**src/rtl/branch_predict_ctrl.sv**
```systemverilog
// Branch direction predictor and redirect/flush controller for a 5-stage pipeline.
// BHT of 2-bit saturating counters is looked up in ID and trained from EX resolutions.
module branch_predict_ctrl #(
  parameter int IDX_BITS = 4
) (
  input  logic        clk,
  input  logic        rst,
  input  logic        stall,
  input  logic        id_branch,
  input  logic [31:0] id_pc,
  input  logic [31:0] id_target,
  output logic        id_pred_taken,
  input  logic        ex_branch,
  input  logic [31:0] ex_pc,
  input  logic [31:0] ex_target,
  input  logic        ex_pred_taken,
  input  logic        brn_en,
  output logic        redirect,
  output logic [31:0] redirect_pc,
  output logic        flush_if,
  output logic        flush_id,
  output logic [31:0] br_count,
  output logic [31:0] mispred_count
);

  localparam int ENTRIES = 1 << IDX_BITS;

  logic [1:0]          bht_r [ENTRIES];
  logic [31:0]         br_count_r;
  logic [31:0]         mispred_count_r;
  logic [IDX_BITS-1:0] id_idx_s;
  logic [IDX_BITS-1:0] ex_idx_s;
  logic                mispred_s;
  logic                unused_pc_bits_s;

  function automatic logic [1:0] sat_step(input logic [1:0] cnt, input logic up);
    logic [1:0] nxt;
    if (up) begin
      nxt = (cnt == 2'b11) ? 2'b11 : cnt + 2'b01;
    end else begin
      nxt = (cnt == 2'b00) ? 2'b00 : cnt - 2'b01;
    end
    return nxt;
  endfunction

  function automatic logic [31:0] sat_inc(input logic [31:0] val);
    return (val == 32'hFFFF_FFFF) ? val : val + 32'd1;
  endfunction

  assign id_idx_s  = id_pc[IDX_BITS+1:2];
  assign ex_idx_s  = ex_pc[IDX_BITS+1:2];
  assign mispred_s = ex_branch & (brn_en != ex_pred_taken);
  assign unused_pc_bits_s = ^{id_pc[31:IDX_BITS+2], id_pc[1:0], ex_pc[1:0]};

  // Lookup reads the registered BHT, so an EX update in the same cycle is not visible yet.
  assign id_pred_taken = id_branch & bht_r[id_idx_s][1];
  assign br_count      = br_count_r;
  assign mispred_count = mispred_count_r;

  // BHT training and statistics counters; reset wins over stall and updates.
  always_ff @(posedge clk) begin
    if (rst) begin
      for (int i = 0; i < ENTRIES; i++) begin
        bht_r[i] <= 2'b01;
      end
      br_count_r      <= 32'd0;
      mispred_count_r <= 32'd0;
    end else if (!stall) begin
      if (ex_branch) begin
        bht_r[ex_idx_s] <= sat_step(bht_r[ex_idx_s], brn_en);
        br_count_r      <= sat_inc(br_count_r);
      end
      if (mispred_s) begin
        mispred_count_r <= sat_inc(mispred_count_r);
      end
    end
  end

  // Redirect/flush selection: EX correction outranks an ID predicted-taken jump.
  always_comb begin
    redirect    = 1'b0;
    redirect_pc = 32'd0;
    flush_if    = 1'b0;
    flush_id    = 1'b0;
    if (!stall && mispred_s) begin
      redirect    = 1'b1;
      redirect_pc = brn_en ? ex_target : ex_pc + 32'd4;
      flush_if    = 1'b1;
      flush_id    = 1'b1;
    end else if (!stall && id_pred_taken) begin
      redirect    = 1'b1;
      redirect_pc = id_target;
      flush_if    = 1'b1;
      flush_id    = 1'b0;
    end else begin
      redirect    = 1'b0;
      redirect_pc = 32'd0;
      flush_if    = 1'b0;
      flush_id    = 1'b0;
    end
  end

endmodule

```
**config.mk**
```make
export PLATFORM = sky130hd
export DESIGN_NAME = branch_predict_ctrl
export DESIGN_NICKNAME = d
export VERILOG_FILES = /design/src/rtl/branch_predict_ctrl.sv
export SDC_FILE = /design/constraint.sdc
export NUM_CORES = 1
export LEC_CHECK = 0
export CAP_MARGIN = 25
export CORE_MARGIN = 1
export CORE_UTILIZATION = 25
export CTS_BUF_LIST = sky130_fd_sc_hd__clkbuf_4
export DETAILED_ROUTE_END_ITERATION = 8
export GPL_ROUTABILITY_DRIVEN = 1
export GPL_TIMING_DRIVEN = 0
export PLACE_DENSITY = 0.48
export SLEW_MARGIN = 20
export SYNTH_ARGS = -nofsm -noshare
export SYNTH_HDL_FRONTEND = slang
export SYNTH_SLANG_ARGS = --single-unit
```
**constraint.sdc**
```tcl
create_clock -name clk -period 5.15 [get_ports clk]
set_clock_uncertainty 0.15 [all_clocks]
set_input_delay 1.03 -clock clk [delete_from_list [all_inputs] [get_ports clk]]
set_output_delay 1.03 -clock clk [all_outputs]
set_load 0.005 [all_outputs]
```
# --- After elaboration in Yosys (flattened, before gate mapping) ---
# Memories as Yosys holds them, arrays and structs flattened.
# Cells that the tools add are included.
totals:
  word_cells: 45
  in_bits: 135
  ram_bits: 32
  memories: 1
  ff_bits: 64
  out_inout_bits: 100
mem_list:
  columns: ["name", "depth", "width", "rd", "rd_ports_with_merged_regs", "write_ports", "line_no", "rtl"]
  rows:
  - ["bht_r", 16, 2, 2, 0, 16, "28", "logic [1:0] bht_r [ENTRIES];"]
classes:
  addsub: 5
  n_reduce_logical: 7
  eq_ne: 4
  n_bitwise: 5
  muxes: 21
ops:
  columns: ["op", "n"]
  rows:
  - ["$mux W32", 3]
  - ["$add A32 B1 Y32 const B", 2]
  - ["$eq A32 B32 Y1 const B", 2]
  - ["$add A32 B3 Y32 const B", 1]
  - ["$mux W2", 7]
  - ["$mux W1", 10]
  - ["$reduce_and A3 Y1", 2]
  - ["$mux W4", 1]
  - ["$not A1 Y1", 3]
  - ["$add A2 B1 Y2 const B", 1]
  - ["$and A1 B1 Y1", 2]
  - ["$eq A2 B2 Y1 const B", 1]
  - ["$logic_and A1 B1 Y1", 2]
  - ["$logic_not A2 Y1", 1]
  - ["$reduce_or A2 Y1", 1]
  - ["$sub A2 B1 Y2 const B", 1]
  - ["$logic_not A1 Y1", 1]
  - ["$ne A1 B1 Y1", 1]

# --- Logic depth before layout (Yosys ltp) ---
# Gate-level depths: netlist (run 1).
# An unclocked memory read counts as a cell.
depth:
  ltp_word: 8
  depth_mapped: 9
  ltp_nobuf: 6

# --- Worst setup path before layout (run 1) ---
# No wires, ideal clock.
synth_timing:
  path_type: "input to output"
  startpoint: "in ex_pc[4]"
  endpoint: "out redirect_pc[20]"
  required_time_ps: 3970
  cell_stages: 8
  slack_ps: 1184
  path_buffers: 3
  arrival_time_ps: 2786
  path_cell_list: "buf_2 nand4_1 or4_1 clkbuf_1 clkbuf_1 o21ai_0 nand3_1 a32o_1"
synth_between:
  elab_chain_len: 3
synth_lines:
  columns: ["element", "line_no", "rtl"]
  rows:
  - ["from (decl)", "14", "input logic [31:0] ex_pc,"]
  - ["$add A32 B3 Y32", "87", "redirect_pc = brn_en ? ex_target : ex_pc + 32'd4;"]
  - ["$mux W32", "87", null]
  - ["$mux W32", "85", "if (!stall && mispred_s) begin"]
  - ["to (decl)", "19", "output logic [31:0] redirect_pc,"]
# No other way between the ends.

# --- Worst setup path in the final report (run 1) ---
layout_timing:
  startpoint: "in ex_pc[6]"
  endpoint: "out redirect_pc[28]"
# The elaborated chain is that of the path after synthesis.

==> results of run 1 <==
-- cell type report --
cell class	instances	area (sq um)	share of cell area, %
Multi-Input combinational cell	587	3780	42.2
Tap cell	324	405	4.52
Buffer	51	229	2.55
Clock buffer	10	75.1	0.837
Antenna cell	2	5.00	0.0558
Clock inverter	6	92.6	1.03
Sequential cell	96	2240	25.0
Inverter	14	52.6	0.586
Timing Repair Buffer	211	2090	23.3
-- metrics by stage --
stage          cell area, sq um  setup TNS (ns)  utilization [%]
2_1_floorplan              6250               0                -
3_3_place_gp               8710          -19.16             35.6
3_5_place_dp               8720          -19.19             35.7
4_1_cts                    8950               0             36.6
5_1_grt                    8970               0             36.7
6_report                   8970               0             36.7
-- critical path: cells and delay by family --
family	cells	cell delay [ns]
AO/OA/AOI/OAI	1	0.16
buffers and inverters	3	1.32
AND/OR/NAND/NOR	4	1.29
-- flip-flops by register name, summed over array words and instances, names as in the netlist --
register	flops
mispred_count	32
br_count	32
bht_r	32
-- placed cells by master (no fill, tap or decap), drive strengths merged, types with 15 or more instances in the layout --
cell           count
or3               37
clkdlybuf4s50    202
or4               21
nand4             27
o21ai             56
nand3             52
o31ai             18
nor2              43
nor4              19
nand2             86
dfxtp             64
clkbuf            49
inv               15
nor3              17
buf               20
a22o              16
a21oi             46
edfxtp            32
-- power by group --
group / total [mW] / switching (mW) / internal (mW)
logic: 0.302 / 0.143 / 0.159
clock network: 0.490 / 0.285 / 0.206
registers: 0.794 / 0.00506 / 0.789
total: 1.59 / 0.433 / 1.15
-- cells by family (layout without fill, tap and decap cells) --
kind of cell | Yosys count | in the layout | synth area share [%]
AO/OA/AOI/OAI | 180 | 180 | 18.6
XOR/XNOR | 23 | 23 | 3.22
adder cells (fa/ha/maj) | 8 | 8 | 1.52
buffers and inverters | 68 | 292 | 4.36
flip-flops | 96 | 96 | 35.9
multiplexers | 23 | 23 | 6.16
other | 0 | 2 | 0
AND/OR/NAND/NOR | 353 | 353 | 30.3
-- layer usage --
| layer | track usage, % | vias up |
|---|---|---|
| met5 | 0 | - |
| met4 | 4.63 | 0 |
| met3 | 4.52 | 21 |
| met2 | 30.2 | 178 |
| met1 | 24.0 | 3201 |
| li1 | - | 3301 |
-- path summary, 6_finish.rpt --
kind	end	start	cells past startpoint	slack, ns
hold / removal	mispred_count[8]	mispred_count[8]	2	0.36
setup reg to reg	br_count[15]	br_count[0]	9	2.33
setup / recovery	redirect_pc[28]	ex_pc[6]	8	0.17
hold reg to reg	mispred_count[8]	mispred_count[8]	2	0.36
-- what timing repair did --
action,4_1_cts,5_1_grt
setup endpoints to repair,34,31
gates resized for setup,23,12
hold endpoints to repair,0,0
pin swaps,1,2
setup buffers,1,4
==> out/qor.txt, run 1 <==
All-Layer GR Usage = 18.4%
Hold WS = 0.360 ns
DRC viols = 0
Synth Warn # = 0
pin count of the biggest net entering global routing = 17
CTS tree = yes
total core area = 24500 sq um
most common cell in the netlist = nand2_1
Vias = 6701
vias per cell = 5.15
CTS root buffer = clkbuf_4
Pwr Total = 1.59 mW
site row count = 57
Critical Path Sink Type = output pin
# H-tree levels = 3
Max Clk Rate = 201 MHz
Seq/Total Area, Yosys = 35.9%
wire length on met1 = 10600 microns
Final ANT Viol Nets = 0
Routability Congestion = 0.837
status = complete, no violations
setup slack after layout = 0.170 ns
Max Used Layer = met4
Hold Buf Count CTS = 0
Ports = 235
Clock Latency Late Sink = 0.48 ns
count of cell types in the netlist = 55
met2 WL post-DR = 11100 microns
die width = 160 microns
DRT Wirelength = 23400 microns
fin cells = 1301
Pre-Repair DR Iteration Count = 5
P_leak = 2.81 nW
CTS buffer count = 9
Post-synth EDFFs = 32
post-DP HPWL = 18100 microns
Synth area leaders = dfxtp_1 (20%), edfxtp_1 (15%), nand2_1 (5.2%), o21ai_0 (4.5%), mux4_2 (4.3%)
vias in the first global route = 6447
grt ovf = 0
Initial Util = 25.6%
worst slew pin tran = 0.810 ns
clk buf depth = 2
CP required = 3.97 ns
largest area contributor in the netlist = dfxtp_1
setup violators final = 0
nets = 1111
crit-path max FO = 10
die area = 25700 sq um
syn_nets = 892
fin. max-slew vios = 0
ys async rst share = 0%
placed insts = 1281
Yosys reg bits = 96
clk sinks = 96
metal3 WL = 1370 microns
Crit Path Class = primary input to output pin
filler instances = 2596
wire length per cell = 18.0 microns
Mapped Cells = 751
Worst Path Arrival = 3.80 ns
layout cell share with drive strength beyond 1 = 7.38%
Min-Delay Path Class = flip-flop to flip-flop
Peak VDD IR = 0.117 mV
Syn Area/Cell = 8.33 sq um
min Tclk post-route = 4.98 ns
maxcap violations = 0
chip height = 160 microns
synthesized cell area = 6250 sq um
Iter 0 DRT Violations = 419
Layout area overhead = 43.5%
RSZ-0062 raised after global routing = false
CP Cell Sequence = clkdlybuf4s50_1 -> nand4_1 -> or4_1 -> buf_2 -> nor4_1 -> nor3_2 -> o2bb2ai_1 -> clkdlybuf4s50_1
post-synth top area share = 20.5%
initial antenna violation count = 2
final hold viol count = 0
pre-CTS setup slack = -0.709 ns
first-pass GRT wire length = 36900 microns
Critical-path top delay cell = or4_1
CP startpoint kind = primary input
Port Buf Inserts = 205
Clock transition at path regs = 0.13 ns
Slew headroom = 46.0%
worst stage delay on the critical path = 0.71 ns
Final period util = 96.7%
CP dominant cell by count = clkdlybuf4s50_1
top_reg_cell synth = dfxtp_1
pwr/cell area = 177 nW/um^2
synth cell count leaders = nand2_1 (86), dfxtp_1 (64), o21ai_0 (56), nand3_1 (52), a21oi_1 (46)
No activity file was read; power rests on OpenSTA's default activity.
==> run 2, diff against run 1 <==
--- a/config.mk
+++ b/config.mk
@@ -12,7 +12,7 @@
 export DETAILED_ROUTE_END_ITERATION = 8
 export GPL_ROUTABILITY_DRIVEN = 1
 export GPL_TIMING_DRIVEN = 0
-export PLACE_DENSITY = 0.48
+export PLACE_DENSITY = 0.6
 export SLEW_MARGIN = 20
 export SYNTH_ARGS = -nofsm -noshare
 export SYNTH_HDL_FRONTEND = slang
==> out/qor.txt, run 2 (same netlist as run 1, synthesis figures left out) <==
status = complete, no violations
CP dominant cell by count = clkdlybuf4s50_1
CP required = 3.97 ns (about the same)
Pre-Repair DR Iteration Count = 6 (+1)
Max Clk Rate = 201 MHz (about the same)
CTS buffer count = 9 (unchanged)
post-DP HPWL = 17700 microns (-2.7%)
die width = 160 microns (unchanged)
vias in the first global route = 6606 (+2.5%)
Routability Congestion = 0.836 (-0.16%)
layout cell share with drive strength beyond 1 = 7.20% (-0.18 points)
total core area = 24500 sq um (unchanged)
site row count = 57 (unchanged)
CTS tree = yes
All-Layer GR Usage = 18.1% (-0.32 points)
clk buf depth = 2 (unchanged)
Final ANT Viol Nets = 0 (unchanged)
min Tclk post-route = 4.98 ns (+0.00438 ns)
Iter 0 DRT Violations = 479 (+14%)
Layout area overhead = 43.4% (about the same)
pwr/cell area = 173 nW/um^2 (-2.3%)
CTS root buffer = clkbuf_4
commonest non-fill, non-tap cell in the layout = clkdlybuf4s50_1
Slew headroom = 45.6% (-0.37 points)
vias per cell = 5.27 (+2.2%)
crit-path max FO = 14 (+4)
Crit Path Class = primary input to output pin
TNS Setup = 0 ns (unchanged)
DRT Wirelength = 23100 microns (-1.5%)
Clock Latency Late Sink = 0.50 ns (+0.02 ns)
worst stage delay on the critical path = 0.70 ns (about the same)
Final period util = 96.8% (about the same)
Clock transition at path regs = 0.17 ns (+0.04 ns)
clk sinks = 96 (unchanged)
first-pass GRT wire length = 36600 microns (-0.80%)
Min-Delay Path Class = flip-flop to flip-flop
Worst Path Arrival = 3.80 ns (about the same)
grt ovf = 0 (unchanged)
P_leak = 2.79 nW (-0.80%)
pre-CTS setup slack = -0.811 ns (-0.102 ns)
CP startpoint kind = primary input
# H-tree levels = 3 (unchanged)
Ports = 235 (unchanged)
Vias = 6824 (+1.8%)
Peak VDD IR = 0.105 mV (-10%)
CP Cell Sequence = clkdlybuf4s50_1 -> nand4_1 -> or4_4 -> nor4_1 -> xor2_1 -> a221o_1 -> clkdlybuf4s50_1
Antenna diodes = 0 (-2)
nets = 1108 (-0.27%)
fin. max-slew vios = 0 (unchanged)
Initial Util = 25.6% (unchanged)
wire length per cell = 17.8 microns (-1.1%)
Critical Path Sink Type = output pin
worst slew pin tran = 0.816 ns (+0.00548 ns)
Port Buf Inserts = 205 (unchanged)
final hold viol count = 0 (unchanged)
chip height = 160 microns (unchanged)
initial antenna violation count = 0 (-2)
setup slack after layout = 0.165 ns (-0.00438 ns)
die area = 25700 sq um (unchanged)
setup violators final = 0 (unchanged)
pin count of the biggest net entering global routing = 17 (unchanged)
DRC viols = 0 (unchanged)
most frequent cells in the layout = clkdlybuf4s50_1 (202), nand2_1 (86), dfxtp_1 (64)
Critical-path top delay cell = or4_4
RSZ-0062 raised after global routing = false
maxcap violations = 0 (unchanged)
==> run 2: timing repair <==
action	4_1_cts	5_1_grt
gates resized for setup	20	17
setup buffers	2	1
pin swaps	1	1
hold buffers	0	0
setup endpoints to repair	34	32
gates cloned	0	0
==> run 2: stage by stage <==
| stage | util, % | hold slack, ns | power, mW | cells | area, sq um |
|---|---|---|---|---|---|
| final | 36.6 | 0.363 | 1.55 | 1296 | 8960 |
| after global routing | 36.6 | 0.390 | 1.62 | 1296 | 8960 |
| after CTS | 36.5 | 0.370 | 1.56 | 1298 | 8920 |
| after detailed placement | 35.6 | 0.344 | 1.11 | 1280 | 8720 |
| after global placement | 35.6 | 0.331 | 1.10 | 1280 | 8710 |
| after floorplan | - | 0.327 | 0.927 | 751 | 6250 |
==> run 2: path summary, 6_finish.rpt <==
path                           from          endpoint  slack [ns]  depth (start not counted)
setup / recovery           ex_pc[6]   redirect_pc[31]        0.17                          7
hold / removal     mispred_count[8]  mispred_count[8]        0.36                          2
setup reg to reg  mispred_count[24]  mispred_count[9]        2.30                          6
hold reg to reg    mispred_count[8]  mispred_count[8]        0.36                          2
==> run 2: power by group <==
group	switching [mW]	total (mW)	internal, mW
clock network	0.287	0.451	0.164
logic	0.144	0.303	0.159
registers	0.00502	0.794	0.789
==> run 2: area by class of cell <==
class	instances	area, sq um
fill	2566	15500
multi-input combinational	587	3800
sequential	96	2240
timing repair buffer	208	2080
tap	324	405
buffer	51	233
clock buffer	11	82.6
clock inverter	5	66.3
inverter	14	55.1
==> run 2: critical path: cells and delay by family <==
family | cells | cell delay [ns]
XOR/XNOR | 1 | 0.11
AND/OR/NAND/NOR | 3 | 1.28
AO/OA/AOI/OAI | 1 | 0.33
buffers and inverters | 2 | 1.05
==> run 2: routing by layer <==
metal / part of all wire (%) / wire length (microns) / global-route usage (%) / vias up
met2: 49 / 11400 / 31.1 / 215
li1: - / - / - / 3302
met3: 5.9 / 1360 / 4.49 / 16
met4: 0.76 / 176 / 2.64 / 0
met1: 44 / 10200 / 23.1 / 3291
met5: 0 / 0 / 0 / -
==> run 3, diff against run 2 <==
--- a/config.mk
+++ b/config.mk
@@ -6,13 +6,15 @@
 export NUM_CORES = 1
 export LEC_CHECK = 0
 export CAP_MARGIN = 25
+export CELL_PAD_IN_SITES_DETAIL_PLACEMENT = 0
+export CELL_PAD_IN_SITES_GLOBAL_PLACEMENT = 1
 export CORE_MARGIN = 1
 export CORE_UTILIZATION = 25
 export CTS_BUF_LIST = sky130_fd_sc_hd__clkbuf_4
 export DETAILED_ROUTE_END_ITERATION = 8
 export GPL_ROUTABILITY_DRIVEN = 1
 export GPL_TIMING_DRIVEN = 0
-export PLACE_DENSITY = 0.6
+export PLACE_DENSITY = 0.63
 export SLEW_MARGIN = 20
 export SYNTH_ARGS = -nofsm -noshare
 export SYNTH_HDL_FRONTEND = slang
==> out/qor.txt, run 3 (same netlist as run 1, synthesis figures left out) <==
pre-CTS setup slack = -0.681 ns (+0.130 ns)
power share of the combinational group = 20.2% (+0.6 points)
post-DP HPWL = 17900 microns (+1.1%)
final hold viol count = 0 (unchanged)
P_leak = 2.80 nW (+0.40%)
CP Depth = 9 (+2)
vias per cell = 5.11 (-2.9%)
worst stage delay on the critical path = 0.53 ns (-0.17 ns)
setup slack after layout = 0.200 ns (+0.0346 ns)
commonest non-fill, non-tap cell in the layout = clkdlybuf4s50_1
Vias = 6631 (-2.8%)
clk sinks = 96 (unchanged)
clk buf depth = 2 (unchanged)
Iter 0 DRT Violations = 340 (-29%)
CP required = 3.97 ns (about the same)
CTS tree = yes
Critical Path Sink Type = output pin
Clock transition at path regs = 0.15 ns (-0.02 ns)
Initial Util = 25.6% (unchanged)
die area = 25700 sq um (unchanged)
status = complete, no violations
chip height = 160 microns (unchanged)
Layout area overhead = 42.8%
DRT Wirelength = 23000 microns (-0.32%)
Port Buf Inserts = 205 (unchanged)
Pre-Repair DR Iteration Count = 4 (-2)
CP Buf/Inv Count = 4 (+2)
first-pass GRT wire length = 35900 microns (-2.1%)
Ports = 235 (unchanged)
TNS Setup = 0 ns (unchanged)
final instance area = 8930 sq um (-0.40%)
Worst Path Arrival = 3.77 ns (-0.03 ns)
Crit Path Class = primary input to output pin
Placed Area = 8720 sq um (about the same)
P_int = 1.05 mW (-5.1%)
CP Cell Sequence = dlygate4sd2_1 -> buf_4 -> nand3_1 -> or4_4 -> clkbuf_2 -> nor4_1 -> nor3_1 -> o2bb2ai_1 -> clkdlybuf4s50_1
Seq pwr share = 53.3% (+2.0 points)
Final period util = 96.1% (-0.67 points)
Max Clk Rate = 202 MHz (+0.70%)
crit-path max FO = 10 (-4)
fin. max-slew vios = 0 (unchanged)
site row count = 57 (unchanged)
min Tclk post-route = 4.95 ns (-0.0346 ns)
Clock Latency Late Sink = 0.49 ns (about the same)
Peak VDD IR = 0.0808 mV (-23%)
Clock power frac = 26.5% (-2.7 points)
worst slew pin tran = 0.845 ns (+0.0289 ns)
setup violators final = 0 (unchanged)
Final ANT Viol Nets = 0 (unchanged)
FF-to-FF path depth = 6 (unchanged)
hold-critical path depth = 2 (unchanged)
CTS root buffer = clkbuf_4
total core area = 24500 sq um (unchanged)
nets = 1109 (+0.090%)
CP delay by family, top = buffers and inverters
pin count of the biggest net entering global routing = 17 (unchanged)
switching power = 435 uW (-0.30%)
grt ovf = 0 (unchanged)
Slew headroom = 43.2% (-2.4 points)
initial antenna violation count = 1 (+1)
layout cell share with drive strength beyond 1 = 6.89% (-0.32 points)
Critical-path top delay cell = clkdlybuf4s50_1
vias in the first global route = 6320 (-4.3%)
DRC viols = 0 (unchanged)
All-Layer GR Usage = 17.8% (-0.23 points)
# H-tree levels = 3 (unchanged)
die width = 160 microns (unchanged)
CTS buffer count = 9 (unchanged)
CP startpoint kind = primary input
wire length per cell = 17.7 microns (-0.39%)
Net Sw Frac = 29.2% (+1.0 points)
Antenna diodes = 0 (unchanged)
Routability Congestion = 0.794 (-5.0%)
maxcap violations = 0 (unchanged)
Min-Delay Path Class = flip-flop to flip-flop
RSZ-0062 raised after global routing = false
most frequent cells in the layout = clkdlybuf4s50_1 (200), nand2_1 (86), dfxtp_1 (64)
pwr/cell area = 167 nW/um^2 (-3.3%)
## run 3: cell types whose count changed in the layout (fill, tap and decap cells not counted), sizes merged
cell           before  now
clkdlybuf4s50     202  200
clkinvlp            1    2
bufinv              1    0
inv                15   16
dlymetal6s2s        1    3
## run 3: timing repair
| item | CTS | global route |
|---|---|---|
| pin swaps | 1 | 1 |
| hold buffers | 0 | 0 |
| setup endpoints to repair | 33 | 30 |
| buffers inserted | 2 | 0 |
| gates resized for setup | 23 | 11 |
| cloned | 0 | 0 |
## run 3: path summary, 6_finish.rpt
kind | from | to | slack (ns)
setup / recovery | ex_pc[3] | redirect_pc[29] | 0.20
hold / removal | mispred_count[8] | mispred_count[8] | 0.36
setup reg to reg | mispred_count[24] | mispred_count[10] | 2.29
hold reg to reg | mispred_count[8] | mispred_count[8] | 0.36
## run 3: area by class of cell
| cell class | instances | area [sq um] |
|---|---|---|
| tap | 324 | 405 |
| clock buffer | 10 | 75.1 |
| buffer | 52 | 233 |
| clock inverter | 6 | 43.8 |
| multi-input combinational | 587 | 3800 |
| inverter | 14 | 52.6 |
| fill | 2605 | 15500 |
| timing repair buffer | 208 | 2080 |
| sequential | 96 | 2240 |
## run 3: stage by stage
step	instances	hold WS [ns]	power, mW	utilization (%)
6_report	1297	0.365	1.49	36.5
5_1_grt	1297	0.387	1.56	36.5
4_1_cts	1299	0.365	1.51	36.4
3_5_place_dp	1281	0.341	1.11	35.7
3_3_place_gp	1280	0.340	1.11	35.6
2_1_floorplan	751	0.327	0.927	-
## run 3: per-layer routing
| layer | vias up | part of all wire (%) | track usage, % |
|---|---|---|---|
| li1 | 3304 | - | - |
| met1 | 3134 | 46 | 23.3 |
| met2 | 176 | 47 | 29.7 |
| met3 | 17 | 6.0 | 4.36 |
| met4 | 0 | 0.98 | 3.42 |
| met5 | - | 0 | 0 |
## run 3: power groups by stage
stage	clock [mW]	sequential [mW]	combinational, mW
5_1_grt	0.437	0.795	0.327
3_5_place_dp	0	0.810	0.298
3_3_place_gp	0	0.810	0.300
2_1_floorplan	0	0.808	0.119
4_1_cts	0.409	0.794	0.305
6_report	0.395	0.794	0.301
## run 3: worst min-delay path: cells and delay by family (launching register included)
| kind | cells | cell delay (ns) |
|---|---|---|
| compound gates | 2 | 0.12 |
| flops | 1 | 0.37 |
